<file path="src/rtl/l2_req_arb.sv">
// l2_req_arb: round-robin merge of nstreams stream-pointer host requests onto one
// host request port, with tag-based routing of host responses back to the streams.
//
// Optional feature macro: L2_REQ_ARB_CREDIT_EN
//   defined   -> outstanding-request credit counter limits in-flight requests to max_outst
//   undefined -> no counter; a credit is always available
//
// Ports
//   clk, reset            : clock, asynchronous active-high reset
//   i_req_v/i_req_r/i_req_ea : per-stream request handshake and address (stream k at
//                           bits [k*addr_width +: addr_width])
//   o_req_v/o_req_r/o_req_ea/o_req_tag : merged registered host request, tag = stream index
//   i_rsp_v/i_rsp_r/i_rsp_tag : host response in
//   o_rsp_v/o_rsp_r       : per-stream response delivery
//   o_idle                : nothing buffered (and, with credits, nothing outstanding)
module l2_req_arb #(
    parameter int unsigned nstreams   = 8,
    parameter int unsigned addr_width = 64,
    parameter int unsigned max_outst  = 64,
    localparam int unsigned sid_width = $clog2(nstreams)
) (
    input  logic                             clk,
    input  logic                             reset,
    input  logic [nstreams-1:0]              i_req_v,
    output logic [nstreams-1:0]              i_req_r,
    input  logic [nstreams*addr_width-1:0]   i_req_ea,
    output logic                             o_req_v,
    input  logic                             o_req_r,
    output logic [addr_width-1:0]            o_req_ea,
    output logic [sid_width-1:0]             o_req_tag,
    input  logic                             i_rsp_v,
    output logic                             i_rsp_r,
    input  logic [sid_width-1:0]             i_rsp_tag,
    output logic [nstreams-1:0]              o_rsp_v,
    input  logic [nstreams-1:0]              o_rsp_r,
    output logic                             o_idle
);

    if (max_outst == 0) begin : g_bad_cfg
        $error("l2_req_arb: max_outst must be non-zero");
    end

    logic                  o_req_v_q, o_req_v_d;
    logic [addr_width-1:0] o_req_ea_q, o_req_ea_d;
    logic [sid_width-1:0]  o_req_tag_q, o_req_tag_d;
    logic [sid_width-1:0]  last_q, last_d;

    logic                  grant_found;
    logic [sid_width-1:0]  grant_idx;
    logic [sid_width-1:0]  cand_idx;
    int unsigned           cand;
    logic                  can_load;
    logic                  credit_ok;
    logic                  req_accept;
    logic                  tag_ok;

    // Round-robin search starting one past the last granted stream.
    always_comb begin
        grant_found = 1'b0;
        grant_idx   = '0;
        cand        = 0;
        cand_idx    = '0;
        for (int unsigned i = 1; i <= nstreams; i++) begin
            cand     = (32'(last_q) + i) % nstreams;
            cand_idx = cand[sid_width-1:0];
            if (!grant_found && i_req_v[cand_idx]) begin
                grant_found = 1'b1;
                grant_idx   = cand_idx;
            end
        end
    end

    // Output register may load when empty or when its content leaves this cycle.
    assign can_load   = ~o_req_v_q | o_req_r;
    assign req_accept = grant_found & can_load & credit_ok;

    always_comb begin
        i_req_r = '0;
        if (req_accept) begin
            i_req_r[grant_idx] = 1'b1;
        end
    end

    always_comb begin
        o_req_v_d   = o_req_v_q;
        o_req_ea_d  = o_req_ea_q;
        o_req_tag_d = o_req_tag_q;
        last_d      = last_q;
        if (req_accept) begin
            o_req_v_d   = 1'b1;
            o_req_ea_d  = i_req_ea[32'(grant_idx) * addr_width +: addr_width];
            o_req_tag_d = grant_idx;
            last_d      = grant_idx;
        end else if (o_req_r) begin
            o_req_v_d   = 1'b0;
        end
    end

    always_ff @(posedge clk or posedge reset) begin
        if (reset) begin
            o_req_v_q   <= 1'b0;
            o_req_ea_q  <= '0;
            o_req_tag_q <= '0;
            last_q      <= sid_width'(nstreams - 1);
        end else begin
            o_req_v_q   <= o_req_v_d;
            o_req_ea_q  <= o_req_ea_d;
            o_req_tag_q <= o_req_tag_d;
            last_q      <= last_d;
        end
    end

    assign o_req_v   = o_req_v_q;
    assign o_req_ea  = o_req_ea_q;
    assign o_req_tag = o_req_tag_q;

    // Tags beyond the stream count only exist when nstreams is not a power of two.
    if (nstreams == (32'd1 << sid_width)) begin : g_tag_full
        assign tag_ok = 1'b1;
    end else begin : g_tag_partial
        assign tag_ok = (32'(i_rsp_tag) < nstreams);
    end

    always_comb begin
        o_rsp_v = '0;
        if (i_rsp_v && tag_ok) begin
            o_rsp_v[i_rsp_tag] = 1'b1;
        end
    end

    // Responses to non-existent streams are accepted and dropped.
    assign i_rsp_r = tag_ok ? o_rsp_r[i_rsp_tag] : 1'b1;

`ifdef L2_REQ_ARB_CREDIT_EN
    localparam int unsigned cnt_width = $clog2(max_outst + 1);

    logic [cnt_width-1:0] cnt_q, cnt_d;
    logic                 cnt_inc, cnt_dec;

    assign cnt_inc = req_accept;
    // Never underflow: responses can still arrive after a reset dropped their requests.
    assign cnt_dec = i_rsp_v & i_rsp_r & (cnt_q != '0);

    always_comb begin
        cnt_d = cnt_q;
        if (cnt_inc && !cnt_dec) begin
            cnt_d = cnt_q + cnt_width'(1);
        end else if (!cnt_inc && cnt_dec) begin
            cnt_d = cnt_q - cnt_width'(1);
        end
    end

    always_ff @(posedge clk or posedge reset) begin
        if (reset) begin
            cnt_q <= '0;
        end else begin
            cnt_q <= cnt_d;
        end
    end

    assign credit_ok = (cnt_q != cnt_width'(max_outst));
    assign o_idle    = ~o_req_v_q & (cnt_q == '0);
`else
    assign credit_ok = 1'b1;
    assign o_idle    = ~o_req_v_q;
`endif

endmodule

</file>
<file path="config.mk">
export PLATFORM = sky130hd
export DESIGN_NAME = l2_req_arb
export DESIGN_NICKNAME = d
export VERILOG_FILES = /design/src/rtl/l2_req_arb.sv
export SDC_FILE = /design/constraint.sdc
export NUM_CORES = 1
export LEC_CHECK = 0
export ABC_AREA = 1
export CORE_AREA = 4 4 242 244
export CTS_BUF_LIST = sky130_fd_sc_hd__clkbuf_4
export CTS_CLUSTER_SIZE = 12
export DETAILED_ROUTE_END_ITERATION = 6
export DIE_AREA = 0 0 246 248
export PLACE_DENSITY_LB_ADDON = 0.2
export SLEW_MARGIN = 20
export SYNTH_ARGS = -nofsm -noshare
export SYNTH_HDL_FRONTEND = slang
export SYNTH_SLANG_ARGS = --single-unit
</file>
<file path="constraint.sdc">
create_clock -name clk -period 4.2 [get_ports clk]
set_input_delay 0.42 -clock clk [delete_from_list [all_inputs] [get_ports clk]]
set_output_delay 0.42 -clock clk [all_outputs]
set_load 0.03 [all_outputs]
</file>
==> run_results.csv <==
group,metric,value,unit
outcome,outcome,"complete, no violations",
logic_synthesis,ys_seq_area_share,19.5,%
layout,fin_nets,2819,
setup_path,cp.buffers_inverters,4,
clocking,worst_skew_pair.late_latency,0.54,ns
timing,skew,0.0276,ns
die,initial_core_util,16.2,%
placed_design,placed_cells,3027,
detailed_routing,drt_first_pass_iters,5,
clocking,cts_hold_buffers,0,
detailed_routing,vias,12900,
flow_run,max-cap-violations,0,
logic_synthesis,synth_seq_cells,71,
die,std_cell_core_area,56300,um^2
layout,syn2layout_area_growth,75.8,%
logic_synthesis,largest_family_of_logic_cells_by_synthesized_area,"simple AND/OR/NAND/NOR gates",
layout,multiInputGateArea,6420,um^2
grt,globalRouteOverflowTotal,0,
logic_synthesis,syn_nets,2295,
detailed_routing,drt-initial-drc-count,701,
setup_path,cp.arrival,3.45,ns
detailed_routing,remaining_number_of_nets_flagged_by_the_antenna_check_after_routing,0,
layout,finalInstanceArea,16000,um^2
detailed_routing,route.detailed.vias_per_inst,4.25,
clocking,cts_root_buf,"sky130_fd_sc_hd__clkbuf_4",
die,die_area,61000,um^2
logic_synthesis,ys.warnings.count,0,
setup_path,start_kind,"flip-flop",
detailed_routing,route.final.wire_length,55.2,mm
logic_synthesis,syn_avg_cell_area,5.18,um^2
layout,final-instance-count-excl-fill,3047,
clocking,cts.path.max_buffers,2,
layout,register_area,1780,um^2
logic_synthesis,synth_xor_xnor_area_share,0.289,%
logic_synthesis,synth_simple_gate_area_share,67.9,%
timing,finalSetupViolations,0,
timing,final_max_slew_viol_count,0,
clocking,cts_tree,"built",
setup_path,timing.critical_path.slowest_cell_delay,0.57,ns
setup_path,timing.critical_path.to_type,"output port",
timing,fmaxAchievable,0.259,GHz
timing,post-route-min-period,3.87,ns
min_path,holdCritPathClass,"input pin to asynchronous set/reset pin",
setup_path,crit_type,"flip-flop to output port",
setup_path,worst-path-stages,16,
clocking,cts_sinks,71,
clocking,clkTransAtPathRegs,0.16,ns
setup_path,critical_path.cell_chain,"inv_2 > ha_4 > inv_2 > nand3_1 > nand2_1 > nand2_1 > nand2_4 > nand3_1 > nor2_1 > nand3b_1 > nand3_1 > nand3_2 > nor2_4 > inv_1 > nor2_1 > clkdlybuf4s15_2",
grt,grt_pass1_wl,80.3,mm
placed_design,port_buffers,620,
detailed_routing,drc,0,
setup_path,crit_path_frequent_cell,"sky130_fd_sc_hd__nand3_1",
timing,grt_setup_unrepaired,"no",
die,die_width,246,um
setup_path,path_max_fanout,11,
placed_design,dpl-instance-area,15800,um^2
logic_synthesis,synthMuxAreaShare,0,%
setup_path,worst_r2r_startpoint,"last_q[0]",
timing,finalHoldWorstSlack,0.355,ns
layout,n_fill_cell,6485,
layout,drive_gt1_share,3.89,%
timing,tns,0,ns
clocking,tritoncts.num_buffers,9,
grt,vias_in_the_first_global_route,13100,
timing,min_period_over_period,92.1,%
logic_synthesis,netlist_area,9110,um^2
timing,maxSlewHeadroom,36.2,%
grt,antenna_found_initial,8,
logic_synthesis,synth_adder_area_share,0.275,%
timing,tightest_slew,0.956,ns
die,chipHeight,248,um
setup_path,crit_path_start,"last_q[0]",
setup_path,crit_family,"simple AND/OR/NAND/NOR gates",
placed_design,place.gp.congestion,0.873,
placed_design,dpl.hpwl,41.3,mm
setup_path,cpMaxStageDelayCell,"sky130_fd_sc_hd__dfstp_2",
setup_path,reg2regPathDepth,20,
grt,track_usage,17.2,%
setup_path,critPathRequiredTime,3.78,ns
logic_synthesis,synth.distinct_cells,29,
logic_synthesis,synth_compound_gate_area_share,0.824,%
die,floorplan.rows,87,
timing,final-hold-violation-count,0,
die,pin_count,621,
logic_synthesis,netlist_instances,1758,
grt,grt_start_max_net_pins,134,
detailed_routing,route.detailed.wl_per_inst,18.1,um
clocking,clock_tree.htree_level_count,3,
path summary, 6_finish.rpt:
kind                                end  slack, ns
setup / recovery             i_req_r[2]       0.33
hold / removal             o_req_ea[24]       0.36
setup reg to reg           o_req_ea[14]       0.57
hold reg to reg            o_req_tag[1]       0.50
max in group asynchronous  o_req_ea[56]       2.95
min in group clk                o_req_v       0.50
synth_stat cells:
cell,n,area (um^2)
sky130_fd_sc_hd__nand2_4,2,22.5
sky130_fd_sc_hd__o22ai_1,1,6.26
sky130_fd_sc_hd__inv_1,60,225
sky130_fd_sc_hd__dfrtp_1,68,1700
sky130_fd_sc_hd__nor2_8,1,20.0
sky130_fd_sc_hd__nand4_1,5,31.3
sky130_fd_sc_hd__nand2_2,10,62.6
sky130_fd_sc_hd__buf_4,20,150
sky130_fd_sc_hd__buf_6,19,214
sky130_fd_sc_hd__nand4_4,1,21.3
sky130_fd_sc_hd__nor2_1,232,871
sky130_fd_sc_hd__inv_2,7,26.3
sky130_fd_sc_hd__clkbuf_1,19,71.3
sky130_fd_sc_hd__nand3b_1,33,248
sky130_fd_sc_hd__nand3_2,10,100
sky130_fd_sc_hd__or2_2,1,6.26
sky130_fd_sc_hd__o2111ai_1,1,8.76
sky130_fd_sc_hd__buf_2,65,325
sky130_fd_sc_hd__xor2_1,2,17.5
sky130_fd_sc_hd__buf_1,1,3.75
sky130_fd_sc_hd__a21oi_1,1,5.00
sky130_fd_sc_hd__xnor2_1,1,8.76
sky130_fd_sc_hd__nor2_4,1,11.3
sky130_fd_sc_hd__ha_1,2,25.0
sky130_fd_sc_hd__nor3_1,1,5.00
sky130_fd_sc_hd__dfstp_2,3,78.8
sky130_fd_sc_hd__nand3_1,285,1430
sky130_fd_sc_hd__o21ai_0,11,55.1
sky130_fd_sc_hd__nand2_1,895,3360
flip-flops by register name (all words and copies together), names as in the netlist:
signal	count
last_q	3
o_req_v	1
o_req_tag	3
o_req_ea	64
per-layer routing:
layer	routed length [um]	GRT usage [%]
met1	22300	20.2
met5	41	0
met2	27300	30.4
met3	4120	4.54
met4	1430	5.84
metrics by stage:
stage	util, %	setup WS (ns)
after floorplan	-	0.497
after global placement	28.1	0.332
after detailed placement	28.1	0.269
after CTS	28.4	0.0516
after global routing	28.4	0.00488
final	28.4	0.332
area by class of cell:
class,count,area share (%)
diodes,5,0.0781
clock buffers,10,0.469
clock inverters,5,0.461
inverters,67,1.61
multi-input cells,1496,40.1
flip-flops and latches,71,11.1
well taps,756,5.91
repair buffers,637,40.3
placed cells by master (no fill, tap or decap), drive strengths merged:
cell           instances
o2111ai                1
o21ai                 11
nor2                 234
nand3b                33
nand4                  6
xnor2                  1
clkdlybuf4s50        612
xor2                   2
o22ai                  1
diode                  5
inv                   66
clkdlybuf4s15          2
clkdlybuf4s18          1
or2                    1
nor3                   1
clkinv                 4
dfrtp                 68
nand2                907
ha                     2
nand3                295
dfstp                  3
a21oi                  1
bufinv                 2
clkbuf                10
buf                   22
logic make-up after synthesis:
logic type                 count (synthesis)
and+or+nand+nor                         1477
adders and majority gates                  2
AOI/OAI and AO/OA                         14
buffers and inverters                    191
xor gates and xnor gates                   3
DFF                                       71
what timing repair did:
action | CTS | global route
setup buffers | 0 | 0
endpoints found under the hold margin | 0 | 0
gates resized for setup | 14 | 7
setup endpoints to repair | 8 | 8
Power is not shown: default switching activity piles up to over one toggle a cycle in this logic, so the estimate is an artifact.
